==> config.mk <==
export PLATFORM = sky130hd
export DESIGN_NAME = debug_uart_tx
export DESIGN_NICKNAME = d
export VERILOG_FILES = /design/src/rtl/debug_uart_pkg.sv /design/src/rtl/uart_tx_byte.sv /design/src/rtl/debug_uart_tx.sv
export SDC_FILE = /design/constraint.sdc
export NUM_CORES = 1
export LEC_CHECK = 0
export BUFFER_PORTS_ARGS = -buffer_cell sky130_fd_sc_hd__buf_4
export CORE_AREA = 2 2 105 148
export DETAILED_ROUTE_END_ITERATION = 16
export DIE_AREA = 0 0 107 150
export PLACE_DENSITY = 0.58
export SLEW_MARGIN = 25
export SYNTH_ARGS = -nofsm -noshare
export SYNTH_HDL_FRONTEND = slang
export SYNTH_SLANG_ARGS = --single-unit
==> constraint.sdc <==
create_clock -name CLK100MHZ -period 2.87 [get_ports CLK100MHZ]
set_input_delay 0.1435 -clock CLK100MHZ [delete_from_list [all_inputs] [get_ports CLK100MHZ]]
set_output_delay 0.1435 -clock CLK100MHZ [all_outputs]
set_load 0.05 [all_outputs]
==> src/rtl/debug_uart_pkg.sv <==
// Shared types and constants for the debug snapshot UART transmitter.
// The state enum is used by the byte serializer and observed by the frame sequencer.
package debug_uart_pkg;

  typedef enum logic [1:0] {
    IDLE  = 2'd0,
    START = 2'd1,
    DATA  = 2'd2,
    STOP  = 2'd3
  } state_t;

  localparam int         FRAME_BYTES    = 10;
  localparam logic [7:0] DEFAULT_HEADER = 8'hA5;

  // Frame checksum: XOR of the eight snapshot bytes (header excluded).
  function automatic logic [7:0] xor_bytes(input logic [63:0] w);
    logic [7:0] r;
    r = '0;
    for (int i = 0; i < 8; i++) r ^= w[8*i +: 8];
    return r;
  endfunction

endpackage

==> src/rtl/uart_tx_byte.sv <==
// 8N1 byte serializer with bit timer. A load accepted at the end of a stop bit
// starts the next start bit on the following cycle, so bytes run back-to-back.
module uart_tx_byte
  import debug_uart_pkg::*;
#(
  parameter int CLKS_PER_BIT = 868
) (
  input  logic       i_clk,
  input  logic       i_rst,
  input  logic       i_load,
  input  logic [7:0] i_data,
  output logic       o_ready,
  output logic       o_byte_end,
  output state_t     o_state,
  output logic       o_tx
);

  localparam int             TW       = (CLKS_PER_BIT > 1) ? $clog2(CLKS_PER_BIT) : 1;
  localparam logic [TW-1:0]  TICK_MAX = TW'(CLKS_PER_BIT - 1);

  state_t        r_state, w_state_nx;
  logic [TW-1:0] r_tick,  w_tick_nx;
  logic [2:0]    r_bit,   w_bit_nx;
  logic [7:0]    r_shift, w_shift_nx;
  logic          r_tx,    w_tx_nx;
  logic          w_bit_end;

  assign w_bit_end  = (r_tick == TICK_MAX);
  assign o_byte_end = (r_state == STOP) && w_bit_end;
  assign o_ready    = (r_state == IDLE) || o_byte_end;
  assign o_state    = r_state;
  assign o_tx       = r_tx;

  always_ff @(posedge i_clk) begin
    if (i_rst) begin
      r_state <= IDLE;
      r_tick  <= '0;
      r_bit   <= '0;
      r_shift <= '0;
      r_tx    <= 1'b1;
    end else begin
      r_state <= w_state_nx;
      r_tick  <= w_tick_nx;
      r_bit   <= w_bit_nx;
      r_shift <= w_shift_nx;
      r_tx    <= w_tx_nx;
    end
  end

  always_comb begin
    w_state_nx = r_state;
    w_bit_nx   = r_bit;
    w_shift_nx = r_shift;
    w_tx_nx    = r_tx;
    // Timer restarts on every bit boundary and stays parked while idle.
    w_tick_nx  = (r_state == IDLE || w_bit_end) ? '0 : r_tick + 1'b1;
    case (r_state)
      IDLE: begin
        w_tx_nx = 1'b1;
        if (i_load) begin
          w_state_nx = START;
          w_shift_nx = i_data;
          w_tx_nx    = 1'b0;
        end
      end
      START: begin
        if (w_bit_end) begin
          w_state_nx = DATA;
          w_bit_nx   = '0;
          w_tx_nx    = r_shift[0];
          w_shift_nx = r_shift >> 1;
        end
      end
      DATA: begin
        if (w_bit_end) begin
          if (r_bit == 3'd7) begin
            w_state_nx = STOP;
            w_tx_nx    = 1'b1;
          end else begin
            w_bit_nx   = r_bit + 3'd1;
            w_tx_nx    = r_shift[0];
            w_shift_nx = r_shift >> 1;
          end
        end
      end
      STOP: begin
        if (w_bit_end) begin
          if (i_load) begin
            w_state_nx = START;
            w_shift_nx = i_data;
            w_tx_nx    = 1'b0;
          end else begin
            w_state_nx = IDLE;
            w_tx_nx    = 1'b1;
          end
        end
      end
      default: begin
        w_state_nx = IDLE;
        w_tx_nx    = 1'b1;
      end
    endcase
  end

endmodule

==> src/rtl/debug_uart_tx.sv <==
// Debug snapshot frame sender: HEADER, eight snapshot bytes MSB first, XOR checksum,
// streamed as one continuous 8N1 burst through uart_tx_byte.
module debug_uart_tx
  import debug_uart_pkg::*;
#(
  parameter int         CLKS_PER_BIT = 868,
  parameter logic [7:0] HEADER       = DEFAULT_HEADER
) (
  input  logic        CLK100MHZ,
  input  logic        reset,
  input  logic        trigger,
  input  logic [63:0] snapshot,
  output logic        tx_pin_out,
  output logic        busy,
  output logic        frame_done,
  output logic        dropped
);

  localparam logic [3:0] LAST_IDX = 4'(FRAME_BYTES - 1);

  logic [63:0] r_snap;
  logic [3:0]  r_byte_idx;
  logic        r_busy, r_done, r_drop;

  state_t      w_state;
  logic        w_ready, w_byte_end, w_tx;
  logic        w_accept, w_last, w_load;
  logic [3:0]  w_next_idx;
  logic [7:0]  w_chk, w_next_byte;

  assign w_accept   = trigger && (w_state == IDLE);
  assign w_last     = w_byte_end && (r_byte_idx == LAST_IDX);
  assign w_load     = w_ready && (w_accept || (w_byte_end && !w_last));
  assign w_next_idx = w_accept ? 4'd0 : r_byte_idx + 4'd1;
  assign w_chk      = xor_bytes(r_snap);

  // The header never depends on r_snap, so it can be loaded on the capture edge.
  always_comb begin
    w_next_byte = HEADER;
    case (w_next_idx)
      4'd1:    w_next_byte = r_snap[63:56];
      4'd2:    w_next_byte = r_snap[55:48];
      4'd3:    w_next_byte = r_snap[47:40];
      4'd4:    w_next_byte = r_snap[39:32];
      4'd5:    w_next_byte = r_snap[31:24];
      4'd6:    w_next_byte = r_snap[23:16];
      4'd7:    w_next_byte = r_snap[15:8];
      4'd8:    w_next_byte = r_snap[7:0];
      4'd9:    w_next_byte = w_chk;
      default: w_next_byte = HEADER;
    endcase
  end

  always_ff @(posedge CLK100MHZ) begin
    if (reset) begin
      r_snap     <= '0;
      r_byte_idx <= '0;
      r_busy     <= 1'b0;
      r_done     <= 1'b0;
      r_drop     <= 1'b0;
    end else begin
      r_done <= w_last;
      r_drop <= trigger && (w_state != IDLE);
      if (w_accept) begin
        r_snap <= snapshot;
        r_busy <= 1'b1;
      end
      if (w_load) r_byte_idx <= w_next_idx;
      if (w_last) begin
        r_busy     <= 1'b0;
        r_byte_idx <= '0;
      end
    end
  end

  uart_tx_byte #(.CLKS_PER_BIT(CLKS_PER_BIT)) u_byte (
    .i_clk      (CLK100MHZ),
    .i_rst      (reset),
    .i_load     (w_load),
    .i_data     (w_next_byte),
    .o_ready    (w_ready),
    .o_byte_end (w_byte_end),
    .o_state    (w_state),
    .o_tx       (w_tx)
  );

  assign tx_pin_out = w_tx;
  assign busy       = r_busy;
  assign frame_done = r_done;
  assign dropped    = r_drop;

endmodule

==> impl_results.md, run 1 <==
- Worst skew pair latency: 340 ps
- Crit start category: flip-flop
- Placer Congestion: 0.9346
- Clock-pin slew on the worst setup and hold paths: 70 ps
- Synth Flop Type: dfxtp_1
- Synth area leaders: dfxtp_1 38%, nand2_1 12%, xnor2_1 9.7%
- Worst-margin pin slew: 525.9 ps
- Max-slew violation count: 0
- Dpl cells: 877
- Initial antenna violation count: 0
- ANT nets after route: 0
- Final cell count without fillers: 893
- Die outline width: 107 um
- Max-cap violations: 0
- CTS sink cnt: 95
- Worst setup EP type: flip-flop
- Setup Viol. Count Final: 0
- Largest net degree at the start of global routing: 48
- R2R setup slack: 280 ps
- Slew headroom: 64.94%
- Core outline area: 0.01479 mm^2
- Critical path type: flip-flop to flip-flop
- CTS Root Cell: clkbuf_16
- Worst r2r src: u_byte.o_state[0]
- Vias in the first global route: 4,499
- Final wirelength: 13,800 um
- Cts hold-fix bufs: 0
- Fillers: 1,519
- Ant diodes: 0
- Count of cells resized by post-cts repair: 0
- Hold_ws: 40.44 ps
- F_max: 385.5 MHz
- Critical path cell sequence: inv_1 -> ha_1 -> and2_2 -> buf_4 -> o41ai_1 -> a211oi_1 -> o41ai_2
- Global-route usage over all layers: 17.84%
- Setup ws final: 275.7 ps
- Nets: 773
- Sequential element share of the synthesized area: 37.57%
- Total CTS buffers: 9
- Number of flops mapped to enable cells by yosys: 0
- Top delay family on crit path: compound AO/OA/AOI/OAI gates
- Synthesized area: 0.005062 mm^2
- DRC: 0
- Setup TNS: 0 ps
- Buffers and inverters on the worst path: 2
- Tcrit/Tclk final: 90.39%
- Arr. time, crit path: 2840 ps
- WL per Instance: 15.45 um
- Starting Density: 34.23%
- Total grt overflow: 0
- Post-CTS Setup Bufs: 0
- Setup slack at placement: 336.9 ps
- Final Skew: 4.567 ps
- Synthesized area per cell: 7.861 um^2
- Final design utilization: 41.25%
- Power Density: 809.4 mW/mm^2
- Layout cells sized above 1: 16.26%
- DRT iter0 DRCs: 293
- IO Count: 71
- Drt pass-1 iters: 4
- Leak: 2.322 nW
- Min-delay src: snapshot[42]
- Post-synth ARST share: 0%
- Final min period: 2594 ps
- Layout area overhead: 20.49%
- CTS H-tree lvls: 3
- Hold crit path type: input pin to flip-flop
- Yosys top cell area share: 37.57%
- Synthesis Warnings: 0
- Port bufs: 70
- CP max stage delay: 510 ps
- Commonest non-fill, non-tap cell in the layout: nand2_1
- Status: complete, no violations
- Mapped Cells: 644
- Number of distinct library cells after synthesis: 56
- Worst reg-to-reg path cell count: 7
- Synth area leader: dfxtp_1
- Worst Hold End: r_snap[42]
- RSZ-0062 raised after global routing: no
- Routed via count: 4,571
- VDD IR max: 0.3584 mV
- Mapped Nets: 721
- DP HPWL: 10,550 um
- Req. time, crit path: 3120 ps
- Hold Fails Final Rpt: 0
- Vias per cell: 5.119
- Row Count: 53
- First-pass GRT wire length: 22,350 um
- Bufs on Longest Clock Path: 2
- R2r endpoint: u_byte.r_shift[5]
- Die Y-Extent: 150 um
- Crit path max fanout: 26
- Full die area: 0.01605 mm^2
- Synth Register Bits: 95
- CTS tree: yes
- Commonest cells after routing, fill and taps aside: 155 x nand2_1, 95 x dfxtp_1, 84 x buf_4
- Worst Hold Depth: 3
- Critical path's slowest cell: o41ai_1
[registers in the layout (all words and copies together), names as in the netlist]
signal,flops
u_byte.o_tx,1
frame_done,1
u_byte.r_tick,10
dropped,1
r_byte_idx,4
u_byte.r_shift,8
u_byte.o_state,2
u_byte.r_bit,3
r_snap,64
busy,1
[tightest hold or removal path, stage by stage]
cell	delay [ps]
buf_4	110
nand2_1	40
a21oi_1	50
[how the worst max path moves through the flow]
| stage | startpoint | to | slack [ps] | depth (start not counted) |
|---|---|---|---|---|
| floorplan | r_byte_idx[1] | u_byte.r_shift[0] | 530 | 11 |
| global placement | u_byte.o_state[0] | u_byte.r_shift[2] | 390 | 9 |
| detailed placement | u_byte.o_state[0] | u_byte.r_shift[2] | 340 | 8 |
| CTS | u_byte.o_state[0] | u_byte.r_shift[2] | 300 | 9 |
| global route | u_byte.o_state[0] | u_byte.r_shift[2] | 10 | 8 |
| finish | u_byte.o_state[0] | u_byte.r_shift[5] | 280 | 7 |
[where the power goes]
group / internal, mW / switching (mW) / leakage (nW) / total (mW)
clock network: 0.777 / 0.535 / 0.163 / 1.31
logic: 0.782 / 1.06 / 1.38 / 1.84
registers: 1.55 / 0.238 / 0.777 / 1.79
total: 3.11 / 1.83 / 2.32 / 4.94
[logic make-up after synthesis]
kind of cell               share of synthesized area (%)
AOI/OAI and AO/OA                                  17.30
xor gates and xnor gates                           11.59
adders and majority gates                          2.472
buffers and inverters                              4.251
DFF                                                37.57
muxes                                              4.399
and+or+nand+nor                                    22.42
[metrics by stage]
stage	cell area, um^2	power (mW)
6_report	6100	4.937
5_1_grt	6100	5.259
4_1_cts	6100	4.975
3_5_place_dp	5772	3.653
3_3_place_gp	5772	3.619
2_1_floorplan	5062	3.194
[per-layer routing]
metal  vias up  GRT usage [%]  share of wire, %
li1       2295              -                 -
met4         0          10.84               5.6
met5         -              0                 0
met1      2145          19.04                39
met2       102          32.26                51
met3        29          3.223               3.9
[final cells by class]
class	instances	area, um^2	share of cell area (%)
clock inverter	7	102.6	1.682
inverter	8	30.03	0.4923
sequential	95	1902	31.18
clock buffer	9	225.2	3.692
tap	192	240.2	3.938
multi-input combinational	497	2949	48.35
timing repair buffer	85	650.6	10.67
[synthesized netlist by cell type, types with 5 or more instances]
cell      instances
dfxtp_1          95
nand2_1         156
o22ai_1           5
buf_1             5
nand3_1          16
inv_1             8
nor2_1           30
xnor2_1          56
nand2b_1          7
a31oi_1           6
a21oi_1          80
nor2b_1           7
mux2i_1          13
clkbuf_1         28
buf_2            10
ha_1             10
xor2_1           11
o21ai_0           9
nor3_1           12
and3_1           10
Power figures use the tool's default switching activity.
==> inputs of run 2 (changes only) <==
--- a/config.mk
+++ b/config.mk
@@ -13,4 +13,5 @@
 export SLEW_MARGIN = 25
 export SYNTH_ARGS = -nofsm -noshare
 export SYNTH_HDL_FRONTEND = slang
+export SYNTH_HIERARCHICAL = 1
 export SYNTH_SLANG_ARGS = --single-unit
==> impl_results.md, run 2 <==
- Vias in the first global route: 4,508 (+0.20%)
- Largest registers: r_snap: 64 flops, u_byte/r_tick: 10 flops, u_byte/r_shift: 8 flops
- Tcrit/Tclk final: 92.21% (+1.8 points)
- Row Count: 53 (unchanged)
- ANT nets after route: 0 (unchanged)
- IO Count: 71 (unchanged)
- Critical path's slowest cell: or4b_4
- Mapped Nets: 689 (-4.4%)
- Setup slack at placement: 7.314 ps (-329.6 ps)
- Layout area overhead: 21.42%
- Routed via count: 4,432 (-3.0%)
- Number of distinct library cells after synthesis: 63 (+13%)
- CTS sink cnt: 95 (unchanged)
- Ant diodes: 0 (unchanged)
- DRC: 0 (unchanged)
- Final min period: 2646 ps (+52.14 ps)
- First-pass GRT wire length: 22,440 um (+0.40%)
- Worst-margin pin slew: 790.1 ps (+264.3 ps)
- Sequential element share of the synthesized area: 37.63% (+0.065 points)
- Power Density: 876.7 mW/mm^2 (+8.3%)
- Setup Viol. Count Final: 0 (unchanged)
- Nets: 749 (-3.1%)
- Most common cell in the netlist: nand2_1
- DRT iter0 DRCs: 194 (-34%)
- Most flops, register: r_snap
- Die Y-Extent: 150 um (unchanged)
- CTS Root Cell: clkbuf_16
- CTS H-tree lvls: 3 (unchanged)
- CP most frequent cell: a21oi_1
- Req. time, crit path: 3130 ps (about the same)
- Setup TNS: 0 ps (unchanged)
- CP max stage delay: 600 ps (+90 ps)
- Critical path cell sequence: or4b_4 -> nor3_2 -> and2_1 -> a21oi_1 -> nand2b_4 -> inv_1 -> o21a_2 -> a21oi_1 -> a311oi_1
- Cts hold-fix bufs: 0 (unchanged)
- Max-cap violations: 0 (unchanged)
- Synth top cells by count: 148 x nand2_1, 95 x dfxtp_1, 88 x a21oi_1
- Starting Density: 34.17% (-0.059 points)
- Crit path max fanout: 15 (-42%)
- Slew headroom: 47.32% (-18 points)
- Worst setup EP type: flip-flop
- Worst skew pair latency: 360 ps (+20 ps)
- Full die area: 0.01605 mm^2 (unchanged)
- Synth Register Bits: 95 (unchanged)
- Clock-pin slew on the worst setup and hold paths: 70 ps (about the same)
- Yosys top cell area share: 37.63% (+0.065 points)
- CTS tree: yes
- Core outline area: 0.01479 mm^2 (unchanged)
- Mapped Cells: 613 (-4.8%)
- F_max: 377.9 MHz (-2.0%)
- WL per Instance: 15.73 um (+1.8%)
- Die outline width: 107 um (unchanged)
- Synthesis Warnings: 6 (+6)
- Wl on met1: 5613 um (+4.0%)
- Max reg flops: 64 (unchanged)
- Count of cells resized by post-cts repair: 0 (unchanged)
- Placer Congestion: 0.8867 (-5.1%)
- Initial antenna violation count: 0 (unchanged)
- Post-synth ARST share: 0% (unchanged)
- Crit start category: flip-flop
- Hold crit path type: input pin to flip-flop
- DP HPWL: 10,380 um (-1.6%)
- Status: complete, no violations
- Total CTS buffers: 9 (unchanged)
- Port bufs: 70 (unchanged)
- Synth area leader: dfxtp_1
- Leak: 2.306 nW (-0.66%)
- Number of flops mapped to enable cells by yosys: 0 (unchanged)
- Routed wl met3: 542 um (+1.1%)
- Arr. time, crit path: 2900 ps (+60 ps)
- Final wirelength: 13,680 um (-0.81%)
- VDD IR max: 0.4312 mV (+20%)
- Synth area leaders: dfxtp_1 38%, nand2_1 11%, xnor2_1 9.4%
- Commonest non-fill, non-tap cell in the layout: nand2_1
- Total grt overflow: 0 (unchanged)
- Setup ws final: 223.6 ps (-52.14 ps)
- Vias per cell: 5.094 (-0.48%)
- Largest net degree at the start of global routing: 62 (+29%)
- Hold Fails Final Rpt: 0 (unchanged)
- Synthesized area: 0.005054 mm^2 (-0.17%)
- Top Layer Used: met4
- Drt pass-1 iters: 5 (+1)
- Bufs on Longest Clock Path: 2 (unchanged)
- Global-route usage over all layers: 17.98% (+0.14 points)
- Synth Flop Type: dfxtp_1
- Synthesized area per cell: 8.244 um^2 (+4.9%)
- Final Skew: 7.425 ps (+2.858 ps)
- Met2 wire length: 6865 um (-3.1%)
- Commonest cells after routing, fill and taps aside: 148 x nand2_1, 95 x dfxtp_1, 88 x a21oi_1
- Final cell count without fillers: 870 (-2.6%)
- Dpl cells: 854 (-2.6%)
- RSZ-0062 raised after global routing: no
- Critical path type: flip-flop to flip-flop
- Layout cells sized above 1: 18.88% (+2.6 points)
- Post-CTS Setup Bufs: 0 (unchanged)
- Max-slew violation count: 0 (unchanged)
[run 2: worst max-delay path: cells and delay by family (launching register included)]
family	cells	cell delay (ps)
AND/OR/NAND/NOR	4	1210
AO/OA/AOI/OAI	4	810
buffers and inverters	1	150
flip-flops	1	360
[run 2: final cells by class]
| cell class | count | area [um^2] |
|---|---|---|
| Fill cell | 1496 | 8652 |
| Sequential cell | 95 | 1902 |
| Inverter | 9 | 33.78 |
| Tap cell | 192 | 240.2 |
| Clock buffer | 9 | 225.2 |
| Timing Repair Buffer | 86 | 645.6 |
| Clock inverter | 7 | 148.9 |
| Multi-Input combinational cell | 472 | 2940 |
[run 2: kinds of logic after synthesis]
family,share of synthesized area [%]
buffers and inverters,4.407
adders and majority gates,2.228
xor gates and xnor gates,12.31
DFF,37.63
and+or+nand+nor,22.23
AOI/OAI and AO/OA,16.98
muxes,4.209
[run 2: worst paths after layout]
check | startpoint | endpoint | slack, ps | cells after the start
worst max-delay path | u_byte/r_tick[2] | u_byte/r_shift[3] | 220 | 9
worst min register to register | u_byte/r_tick[0] | u_byte/r_tick[0] | 480 | 1
worst max register to register | u_byte/r_tick[2] | u_byte/r_shift[3] | 220 | 9
worst min-delay path | snapshot[30] | r_snap[30] | 20 | 3
[run 2: routing by layer]
layer / vias up / global-route usage (%)
met3: 31 / 3.528
met1: 2048 / 20.62
met4: 0 / 10.52
met5: - / 0
li1: 2240 / -
met2: 113 / 30.83
[run 2: stage by stage]
| step | hold slack [ps] | power, mW | instance area [um^2] | utilization, % |
|---|---|---|---|---|
| after floorplan | 209.7 | 3.407 | 5054 | - |
| after global placement | 392.5 | 3.835 | 5751 | 38.89 |
| after detailed placement | 400.3 | 3.907 | 5751 | 38.89 |
| after CTS | 17.24 | 5.409 | 6125 | 41.42 |
| after global routing | 22.85 | 5.724 | 6136 | 41.49 |
| final | 21.86 | 5.379 | 6136 | 41.49 |
[run 2: report_power, final]
part           leakage [nW]  internal (mW)  switching [mW]
logic                  1.35          0.894            1.19
registers             0.778           1.55           0.248
clock network         0.183          0.952           0.545
